--- src/rtl/riscv_pkg.sv ---
// Shared definitions for the RV32I control path: opcode constants,
// ALU function encodings, the instruction class and the multi-cycle
// state encoding. Imported by ctrl_decode and multicycle_ctrl.
package riscv_pkg;

   localparam logic [6:0] OPC_LOAD  = 7'b0000011;
   localparam logic [6:0] OPC_OPIMM = 7'b0010011;
   localparam logic [6:0] OPC_STORE = 7'b0100011;
   localparam logic [6:0] OPC_AUIPC = 7'b0010111;
   localparam logic [6:0] OPC_OP    = 7'b0110011;

   localparam logic [1:0] ALUOP_ADD   = 2'b00;
   localparam logic [1:0] ALUOP_RTYPE = 2'b10;
   localparam logic [1:0] ALUOP_ITYPE = 2'b11;

   typedef enum logic [2:0] {
      CLS_LOAD,
      CLS_OPIMM,
      CLS_STORE,
      CLS_AUIPC,
      CLS_OP
   } inst_class_t;

   typedef enum logic [2:0] {
      S_FETCH  = 3'd0,
      S_DECODE = 3'd1,
      S_EXEC   = 3'd2,
      S_MEM    = 3'd3,
      S_WB     = 3'd4
   } state_t;

endpackage

--- src/rtl/ctrl_decode.sv ---
// Opcode classifier shared by the single- and multi-cycle controllers.
// Ports:
//   opcode     in  7  InstCode[6:0]
//   inst_class out    decoded class (CLS_OP when illegal)
//   illegal    out 1  opcode is not a supported class
module ctrl_decode
   import riscv_pkg::*;
(
   input  logic [6:0]  opcode,
   output inst_class_t inst_class,
   output logic        illegal
);

   always_comb begin
      inst_class = CLS_OP;
      illegal    = 1'b0;
      case (opcode)
         OPC_LOAD:  inst_class = CLS_LOAD;
         OPC_OPIMM: inst_class = CLS_OPIMM;
         OPC_STORE: inst_class = CLS_STORE;
         OPC_AUIPC: inst_class = CLS_AUIPC;
         OPC_OP:    inst_class = CLS_OP;
         default:   illegal    = 1'b1;
      endcase
   end

endmodule

--- src/rtl/multicycle_ctrl.sv ---
// Multi-cycle control FSM for the shared RV32I datapath. Sequences
// fetch / decode / execute / memory / write-back over one memory port
// and one ALU, and counts retired instructions.
//
//   state    | meaning
//   ---------+-----------------------------------------------------
//   S_FETCH  | MemRead at PC; on MemAck load IR/OldPC and bump PC
//   S_DECODE | register read; latch class, flag illegal opcodes
//   S_EXEC   | ALU operands/function selected by latched class
//   S_MEM    | load/store at ALUOut, held until MemAck
//   S_WB     | register file write from ALUOut or memory data
//
// Ports:
//   clk, reset (sync, active-high)
//   Opcode, MemAck                       inputs
//   MemRead, MemWrite, IorD, IRWrite, PCWrite, RegWrite, MemtoReg,
//   ALUSrcA, ALUSrcB, ALUOp, Illegal     datapath controls
//   InstCount                            retired-instruction count
module multicycle_ctrl
   import riscv_pkg::*;
#(
   parameter int INST_W = 32,
   parameter int CNT_W  = 32
) (
   input  logic             clk,
   input  logic             reset,
   input  logic [6:0]       Opcode,
   input  logic             MemAck,
   output logic             MemRead,
   output logic             MemWrite,
   output logic             IorD,
   output logic             IRWrite,
   output logic             PCWrite,
   output logic             RegWrite,
   output logic             MemtoReg,
   output logic             ALUSrcA,
   output logic             ALUSrcB,
   output logic [1:0]       ALUOp,
   output logic             Illegal,
   output logic [CNT_W-1:0] InstCount
);

   // The opcode field is carved from the low 7 bits of the instruction.
   if (INST_W < 7) begin : g_inst_w_check
      $error("multicycle_ctrl: INST_W must be at least 7");
   end

   state_t      state, state_nxt;
   inst_class_t cls_q, dec_class;
   logic        dec_illegal;
   logic        retire;

   ctrl_decode u_decode (
      .opcode     (Opcode),
      .inst_class (dec_class),
      .illegal    (dec_illegal)
   );

   always_ff @(posedge clk) begin
      if (reset) begin
         state     <= S_FETCH;
         cls_q     <= CLS_OP;
         InstCount <= '0;
      end else begin
         state <= state_nxt;
         // Class is captured once; later Opcode changes are ignored.
         if (state == S_DECODE) cls_q <= dec_class;
         if (retire) InstCount <= InstCount + 1'b1;
      end
   end

   always_comb begin
      state_nxt = state;
      retire    = 1'b0;
      MemRead   = 1'b0;
      MemWrite  = 1'b0;
      IorD      = 1'b0;
      IRWrite   = 1'b0;
      PCWrite   = 1'b0;
      RegWrite  = 1'b0;
      MemtoReg  = 1'b0;
      ALUSrcA   = 1'b0;
      ALUSrcB   = 1'b0;
      ALUOp     = ALUOP_ADD;
      Illegal   = 1'b0;

      case (state)
         S_FETCH: begin
            MemRead = 1'b1;
            if (MemAck) begin
               IRWrite   = 1'b1;
               PCWrite   = 1'b1;
               state_nxt = S_DECODE;
            end
         end
         S_DECODE: begin
            if (dec_illegal) begin
               Illegal   = 1'b1;
               state_nxt = S_FETCH;
            end else begin
               state_nxt = S_EXEC;
            end
         end
         S_EXEC: begin
            case (cls_q)
               CLS_LOAD, CLS_STORE: begin
                  ALUSrcB = 1'b1;
                  ALUOp   = ALUOP_ADD;
               end
               CLS_OPIMM: begin
                  ALUSrcB = 1'b1;
                  ALUOp   = ALUOP_ITYPE;
               end
               CLS_AUIPC: begin
                  ALUSrcA = 1'b1;
                  ALUSrcB = 1'b1;
                  ALUOp   = ALUOP_ADD;
               end
               default: begin
                  ALUOp = ALUOP_RTYPE;
               end
            endcase
            state_nxt = (cls_q == CLS_LOAD || cls_q == CLS_STORE) ? S_MEM : S_WB;
         end
         S_MEM: begin
            IorD     = 1'b1;
            MemRead  = (cls_q == CLS_LOAD);
            MemWrite = (cls_q == CLS_STORE);
            if (MemAck) begin
               if (cls_q == CLS_STORE) begin
                  state_nxt = S_FETCH;
                  retire    = 1'b1;
               end else begin
                  state_nxt = S_WB;
               end
            end
         end
         S_WB: begin
            RegWrite  = 1'b1;
            MemtoReg  = (cls_q == CLS_LOAD);
            state_nxt = S_FETCH;
            retire    = 1'b1;
         end
         default: state_nxt = S_FETCH;
      endcase

      // Reset silences every strobe, including the FETCH read.
      if (reset) begin
         retire   = 1'b0;
         MemRead  = 1'b0;
         MemWrite = 1'b0;
         IorD     = 1'b0;
         IRWrite  = 1'b0;
         PCWrite  = 1'b0;
         RegWrite = 1'b0;
         MemtoReg = 1'b0;
         ALUSrcA  = 1'b0;
         ALUSrcB  = 1'b0;
         ALUOp    = ALUOP_ADD;
         Illegal  = 1'b0;
      end
   end

endmodule

--- config.mk ---
export PLATFORM = sky130hd
export DESIGN_NAME = multicycle_ctrl
export DESIGN_NICKNAME = d
export VERILOG_FILES = /design/src/rtl/riscv_pkg.sv /design/src/rtl/ctrl_decode.sv /design/src/rtl/multicycle_ctrl.sv
export SDC_FILE = /design/constraint.sdc
export NUM_CORES = 1
export LEC_CHECK = 0
export CAP_MARGIN = 20
export CORE_MARGIN = 5
export CORE_UTILIZATION = 40
export CTS_CLUSTER_DIAMETER = 150
export DETAILED_ROUTE_END_ITERATION = 10
export PLACE_DENSITY = 0.65
export SKIP_LAST_GASP = 1
export SYNTH_ARGS = -nofsm -noshare
export SYNTH_HDL_FRONTEND = slang
export SYNTH_SLANG_ARGS = --single-unit
--- constraint.sdc ---
create_clock -name clk -period 2.7 [get_ports clk]
set_input_delay 0.54 -clock clk [delete_from_list [all_inputs] [get_ports clk]]
set_output_delay 0.54 -clock clk [all_outputs]
set_load 0.02 [all_outputs]
==> results of run 1 <==
cells by family after synthesis:
logic type,share of synthesized area [%]
buf+inv,4.95
compound gates,21.8
fa+ha+maj,0.597
simple gates,32.9
xor+xnor,0.418
mux,3.04
flops,36.3
worst register-to-register path: stages, from the launching register on:
cell and delay, ns:
dfxtp_1 0.43, buf_4 0.18, and4bb_4 0.27, a41oi_4 0.26, buf_12 0.25, or4_1 0.50
a21oi_1 0.15
registers in the layout (all words and copies together) (netlist names):
signal	count
InstCount	32
cls_q	3
state	3
final timing paths:
kind	slack, ns	depth (start not counted)	to	from
worst max-delay path	0.05	4	ALUSrcB	reset
worst min-delay path	0.49	2	InstCount[9]$_SDFFE_PP0P_	InstCount[9]$_SDFFE_PP0P_
worst max register to register	0.60	6	InstCount[6]$_SDFFE_PP0P_	state[0]$_SDFFE_PP0P_
worst min register to register	0.49	2	InstCount[9]$_SDFFE_PP0P_	InstCount[9]$_SDFFE_PP0P_
cell usage after synthesis (all sizes together), types with 2 or more instances:
cell	n
and3	9
nor4b	4
o21a	4
nor3	5
nand4	9
o31ai	15
a21oi	22
or2	4
nand2b	3
buf	8
nand2	13
and2	3
nor2	13
a21o	2
clkbuf	8
mux2i	3
nor4	2
dfxtp	38
o21ai	4
o41ai	4
inv	6
o311ai	4
or4	15
a41o	2
and4	6
a22oi	2
or3	2
mux2	3
nand3	10
nor2b	6
where the power goes:
group / internal (W) / leakage, nW / switching [W]
Combinational: 0.0000335 / 0.631 / 0.0000332
Clock: 0.000205 / 0.0472 / 0.000205
Sequential: 0.000561 / 0.306 / 0.00000186
metal layers:
metal,track usage [%],vias to the layer above,part of all wire (%)
met5,0,-,0
met4,4.49,0,1.1
met3,4.12,4,4.7
met2,27.5,44,46
met1,21.4,992,48
li1,-,1060,-
area by class of cell:
cell class / count / area (um^2) / area share [%]
Tap cell: 70 / 87.6 / 3.07
Multi-Input combinational cell: 182 / 1240 / 43.3
Timing Repair Buffer: 67 / 652 / 22.8
Sequential cell: 38 / 761 / 26.6
Clock inverter: 2 / 12.5 / 0.438
Inverter: 6 / 22.5 / 0.789
Clock buffer: 6 / 82.6 / 2.89
through the flow:
step | utilization [%] | setup TNS [ns] | power, W | setup WS, ns | hold slack [ns]
2_1_floorplan | - | 0 | 0.000608 | 0.220 | 0.525
3_3_place_gp | 54.1 | -0.488 | 0.000642 | -0.134 | 0.469
3_5_place_dp | 54.1 | -0.838 | 0.000643 | -0.169 | 0.479
4_1_cts | 55.9 | 0 | 0.00105 | 0.0374 | 0.490
5_1_grt | 55.9 | 0 | 0.00109 | 0.00118 | 0.530
6_report | 55.9 | 0 | 0.00104 | 0.0455 | 0.494
==> out/metrics.csv, run 1 <==
metric;value;unit
grt_pass1_wl;8940;um
dp_hpwl;3810;um
rows;26;
nNetsFinal;311;
rsz0062_at_grt;no;
final_cell_mix;clkdlybuf4s50_1, dfxtp_1, a21oi_1, o31ai_1, or4_1;
dieArea;6790;um^2
power.leakage;0.984;nW
path_delay_family;buffers and inverters;
synthCells;242;
slowest_stage;clkdlybuf4s50_1;
drive_above_1_share;10.6;%
yosys.area.top_type;dfxtp_1;
post_drt_wl_per_cell;14.3;um
post_synth.cell_area_avg;8.67;um^2
end_kind;output port;
cts.clk_slew.worst_paths;0.08;ns
drv_slew;0;
drtIter0Drc;93;
grt_max_degree;29;
start_util;41.1;%
cpPeakStageDelay;0.65;ns
synth_async_sr_flop_share;0;%
synth_top_area_share;36.3;%
fillerInstances;472;
post-route-period-util;98.3;%
period_minus_slack;2.65;ns
numPortBuffers;53;
setup_violations;0;
ys_seq_area_share;36.3;%
yosys_warnings;0;
drt-total-wl;5320;um
gp_congestion;0.781;
dr.pass1.iters;4;
numCtsBuffers;5;
htreeDepth;2;
final_common_cell;clkdlybuf4s50_1;
synthesis.nets;253;
fin_area;2860;um^2
maxCapViolCount;0;
grt_remaining_overflow;0;
finClkSkew;0.0120;ns
final_cell_count_no_fill;371;
die_w;82.4;um
clock_latency;0.29;ns
cts_tree;yes;
drcViolationCount;0;
clockBufferDepth;2;
synth_area;2100;um^2
hold_viol_final;0;
path_buf_inv;2;
synth_edf_count;0;
arrival;2.11;ns
cts_sinks;38;
crit_fanout;3;
antenna_found_initial;0;
synth_cell_types;49;
vias_per_cell;5.66;
synthFlopType;dfxtp_1;
ant_nets;0;
area_delta_synth_final;36.2;%
hold_buffers;0;
first_global_vias;1925;
post-cts-setup-buffers;0;
grt_usage;16.6;%
dpl.cell_count;363;
ys_ff_latch;38;
post_dp_cell_area;2760;um^2
cts_resized;8;
cts_root_buf;clkbuf_8;
die_h;82.4;um
cp_common_cell;clkdlybuf4s50_1;
critPathKind;in -> out;
worst_pin_slew;0.489;ns
start_kind;input pin;
diodes;0;
ys_top_cells_by_area;dfxtp_1, o31ai_1, or4_1;
ios;54;
path_cells;clkdlybuf4s50_1 -> or2_1 -> nor3_2 -> clkdlybuf4s50_1;
hp-class;reg -> reg;
max_freq;377;MHz
dr_total_vias;2100;
powerDensity;364;nW/um^2
ir_drop;0.294;mV
status;complete, no violations;
core;5110;um^2
worstPathRequired;2.16;ns
slew_headroom;67.3;%
(Power assumes the default switching activity.)
==> inputs of run 2 (changes only) <==
--- a/config.mk
+++ b/config.mk
@@ -5,7 +5,7 @@
 export SDC_FILE = /design/constraint.sdc
 export NUM_CORES = 1
 export LEC_CHECK = 0
-export CAP_MARGIN = 20
+export CAP_MARGIN = 0
 export CORE_MARGIN = 5
 export CORE_UTILIZATION = 40
 export CTS_CLUSTER_DIAMETER = 150
==> results of run 2 <==
Same layout as run 1: the final DEF is identical, and so are final timing and power.
==> inputs of run 3 (changes only) <==
--- a/config.mk
+++ b/config.mk
@@ -6,11 +6,12 @@
 export NUM_CORES = 1
 export LEC_CHECK = 0
 export CAP_MARGIN = 0
-export CORE_MARGIN = 5
+export CORE_MARGIN = 2
 export CORE_UTILIZATION = 40
 export CTS_CLUSTER_DIAMETER = 150
 export DETAILED_ROUTE_END_ITERATION = 10
 export PLACE_DENSITY = 0.65
+export SKIP_CTS_REPAIR_TIMING = 1
 export SKIP_LAST_GASP = 1
 export SYNTH_ARGS = -nofsm -noshare
 export SYNTH_HDL_FRONTEND = slang
==> out/metrics.csv, run 3 (same netlist as run 1, synthesis figures left out) <==
metric;value;unit;change
status;complete, no violations;;unchanged
hold_viol_final;0;;unchanged
critPathKind;in -> out;;unchanged
numPortBuffers;53;;unchanged
post_dp_cell_area;2780;um^2;was 2760 um^2
grt_usage;18.4;%;was 16.6%
clock_latency;0.29;ns;about the same
worst_pin_slew;0.376;ns;was 0.489 ns
dieArea;5840;um^2;was 6790 um^2
cts_tree;yes;;unchanged
ir_drop;0.358;mV;was 0.294 mV
diodes;0;;unchanged
htreeDepth;2;;unchanged
worstPathRequired;2.16;ns;about the same
maxCapViolCount;0;;unchanged
start_kind;input pin;;unchanged
cpPeakStageDelay;0.60;ns;was 0.65 ns
rows;26;;unchanged
largest_reg_flops;32;;unchanged
setup_violations;0;;unchanged
route.met2.wl;2450;um;about the same
powerDensity;417;nW/um^2;was 364 nW/um^2
dr.pass1.iters;4;;unchanged
slowest_stage;clkdlybuf4s50_1;;unchanged
gp_congestion;0.793;;was 0.781
max_freq;383;MHz;was 377 MHz
cp_common_cell;clkdlybuf4s50_1;;unchanged
grt_remaining_overflow;0;;unchanged
period_minus_slack;2.61;ns;was 2.65 ns
fin_area;2950;um^2;was 2860 um^2
drv_slew;0;;unchanged
dp_hpwl;3660;um;was 3810 um
p_int;0.000989;W;was 0.000800 W
ant_nets;0;;unchanged
regMostFlops;InstCount;;unchanged
grt_max_degree;30;;was 29
path_cells;clkdlybuf4s50_1 -> or2_1 -> buf_4 -> nor2_1 -> clkdlybuf4s50_1;;was clkdlybuf4s50_1 -> or2_1 -> nor3_2 -> clkdlybuf4s50_1
die_w;76.4;um;was 82.4 um
core;5070;um^2;was 5110 um^2
reg.largest.list;InstCount x32, cls_q x3, state x3;;unchanged
final_common_cell;clkdlybuf4s50_1;;unchanged
finClkSkew;0.00935;ns;was 0.0120 ns
drcViolationCount;0;;unchanged
wl_met3;243;um;was 251 um
cts.clk_slew.worst_paths;0.07;ns;was 0.08 ns
drive_above_1_share;11.8;%;was 10.6%
cts_sinks;38;;unchanged
die_h;76.4;um;was 82.4 um
path_buf_inv;3;;was 2
power_frac_seq;45.7;%;was 54.1%
nNetsFinal;315;;was 311
hold_ws;0.472;ns;was 0.494 ns
p_comb_share;5.4;%;was 6.4%
clkPwrFrac;48.9;%;was 39.5%
arrival;2.07;ns;was 2.11 ns
first_global_vias;1962;;was 1925
area_delta_synth_final;40.9;%;was 36.2%
power.leakage;1.17;nW;was 0.984 nW
slew_headroom;74.8;%;was 67.3%
wirelength_met1;2430;um;was 2560 um
antenna_found_initial;0;;unchanged
final_cell_mix;clkdlybuf4s50_1, dfxtp_1, a21oi_1, buf_4;;was clkdlybuf4s50_1, dfxtp_1, a21oi_1, o31ai_1, or4_1
hp-class;reg -> reg;;unchanged
start_util;41.3;%;was 41.1%
dr_total_vias;2091;;was 2100
cts_root_buf;clkbuf_8;;unchanged
vias_per_cell;5.58;;was 5.66
crit_fanout;4;;was 3
drtIter0Drc;62;;was 93
switchingPower;0.000242;W;was 0.000240 W
switching_share;19.7;%;was 23.1%
drt-total-wl;5180;um;was 5320 um
maxUsedRoutingLayer;met4;;unchanged
post-route-period-util;96.7;%;was 98.3%
end_kind;output port;;unchanged
ios;54;;unchanged
clockBufferDepth;2;;unchanged
post_drt_wl_per_cell;13.8;um;was 14.3 um
grt_pass1_wl;8980;um;was 8940 um
numCtsBuffers;5;;unchanged
rsz0062_at_grt;no;;unchanged
path_delay_family;buffers and inverters;;unchanged
power.total;0.00123;W;was 0.00104 W
setup_tns;0;ns;unchanged
==> run 3: worst paths after layout <==
path	startpoint	to	slack, ns	depth (start not counted)
setup / recovery	reset	MemRead	0.09	5
hold / removal	InstCount[31]$_SDFFE_PP0P_	InstCount[31]$_SDFFE_PP0P_	0.47	1
setup reg to reg	state[1]$_SDFFE_PP0P_	InstCount[26]$_SDFFE_PP0P_	0.62	7
hold reg to reg	InstCount[31]$_SDFFE_PP0P_	InstCount[31]$_SDFFE_PP0P_	0.47	1
==> run 3: layout make-up <==
class | instances | area [um^2]
Timing Repair Buffer | 71 | 703
Multi-Input combinational cell | 182 | 1240
Inverter | 6 | 22.5
Sequential cell | 38 | 761
Fill cell | 487 | 2120
Clock inverter | 2 | 60.1
Clock buffer | 6 | 82.6
Tap cell | 70 | 87.6
==> run 3: layer usage <==
metal  vias to the layer above  global-route usage (%)
met1                       971                    23.8
met2                        47                    30.3
li1                       1066                       -
met5                         -                       0
met3                         7                    4.15
met4                         0                    5.82
==> run 3: per-stage QoR <==
stage	worst slack, ns	instances	utilization [%]
global route	0.0175	375	58.2
floorplan	0.220	242	-
CTS	-0.178	375	57.6
finish	0.0902	375	58.2
detailed placement	-0.152	367	54.8
global placement	-0.120	367	54.8
==> run 3: power groups by stage <==
stage / clock network (W) / logic (W) / registers, W
after floorplan: 0 / 0.0000333 / 0.000575
after global placement: 0 / 0.0000671 / 0.000576
after detailed placement: 0 / 0.0000677 / 0.000576
after CTS: 0.000612 / 0.0000678 / 0.000562
after global routing: 0.000637 / 0.0000735 / 0.000563
final: 0.000602 / 0.0000669 / 0.000563
==> run 3: worst register-to-register path, delay by kind of cell, from the launching register on <==
kind | cells | cell delay (ns)
multiplexers | 1 | 0.35
AND/OR/NAND/NOR | 2 | 0.52
AO/OA/AOI/OAI | 1 | 0.17
flip-flops | 1 | 0.42
buffers and inverters | 3 | 0.50
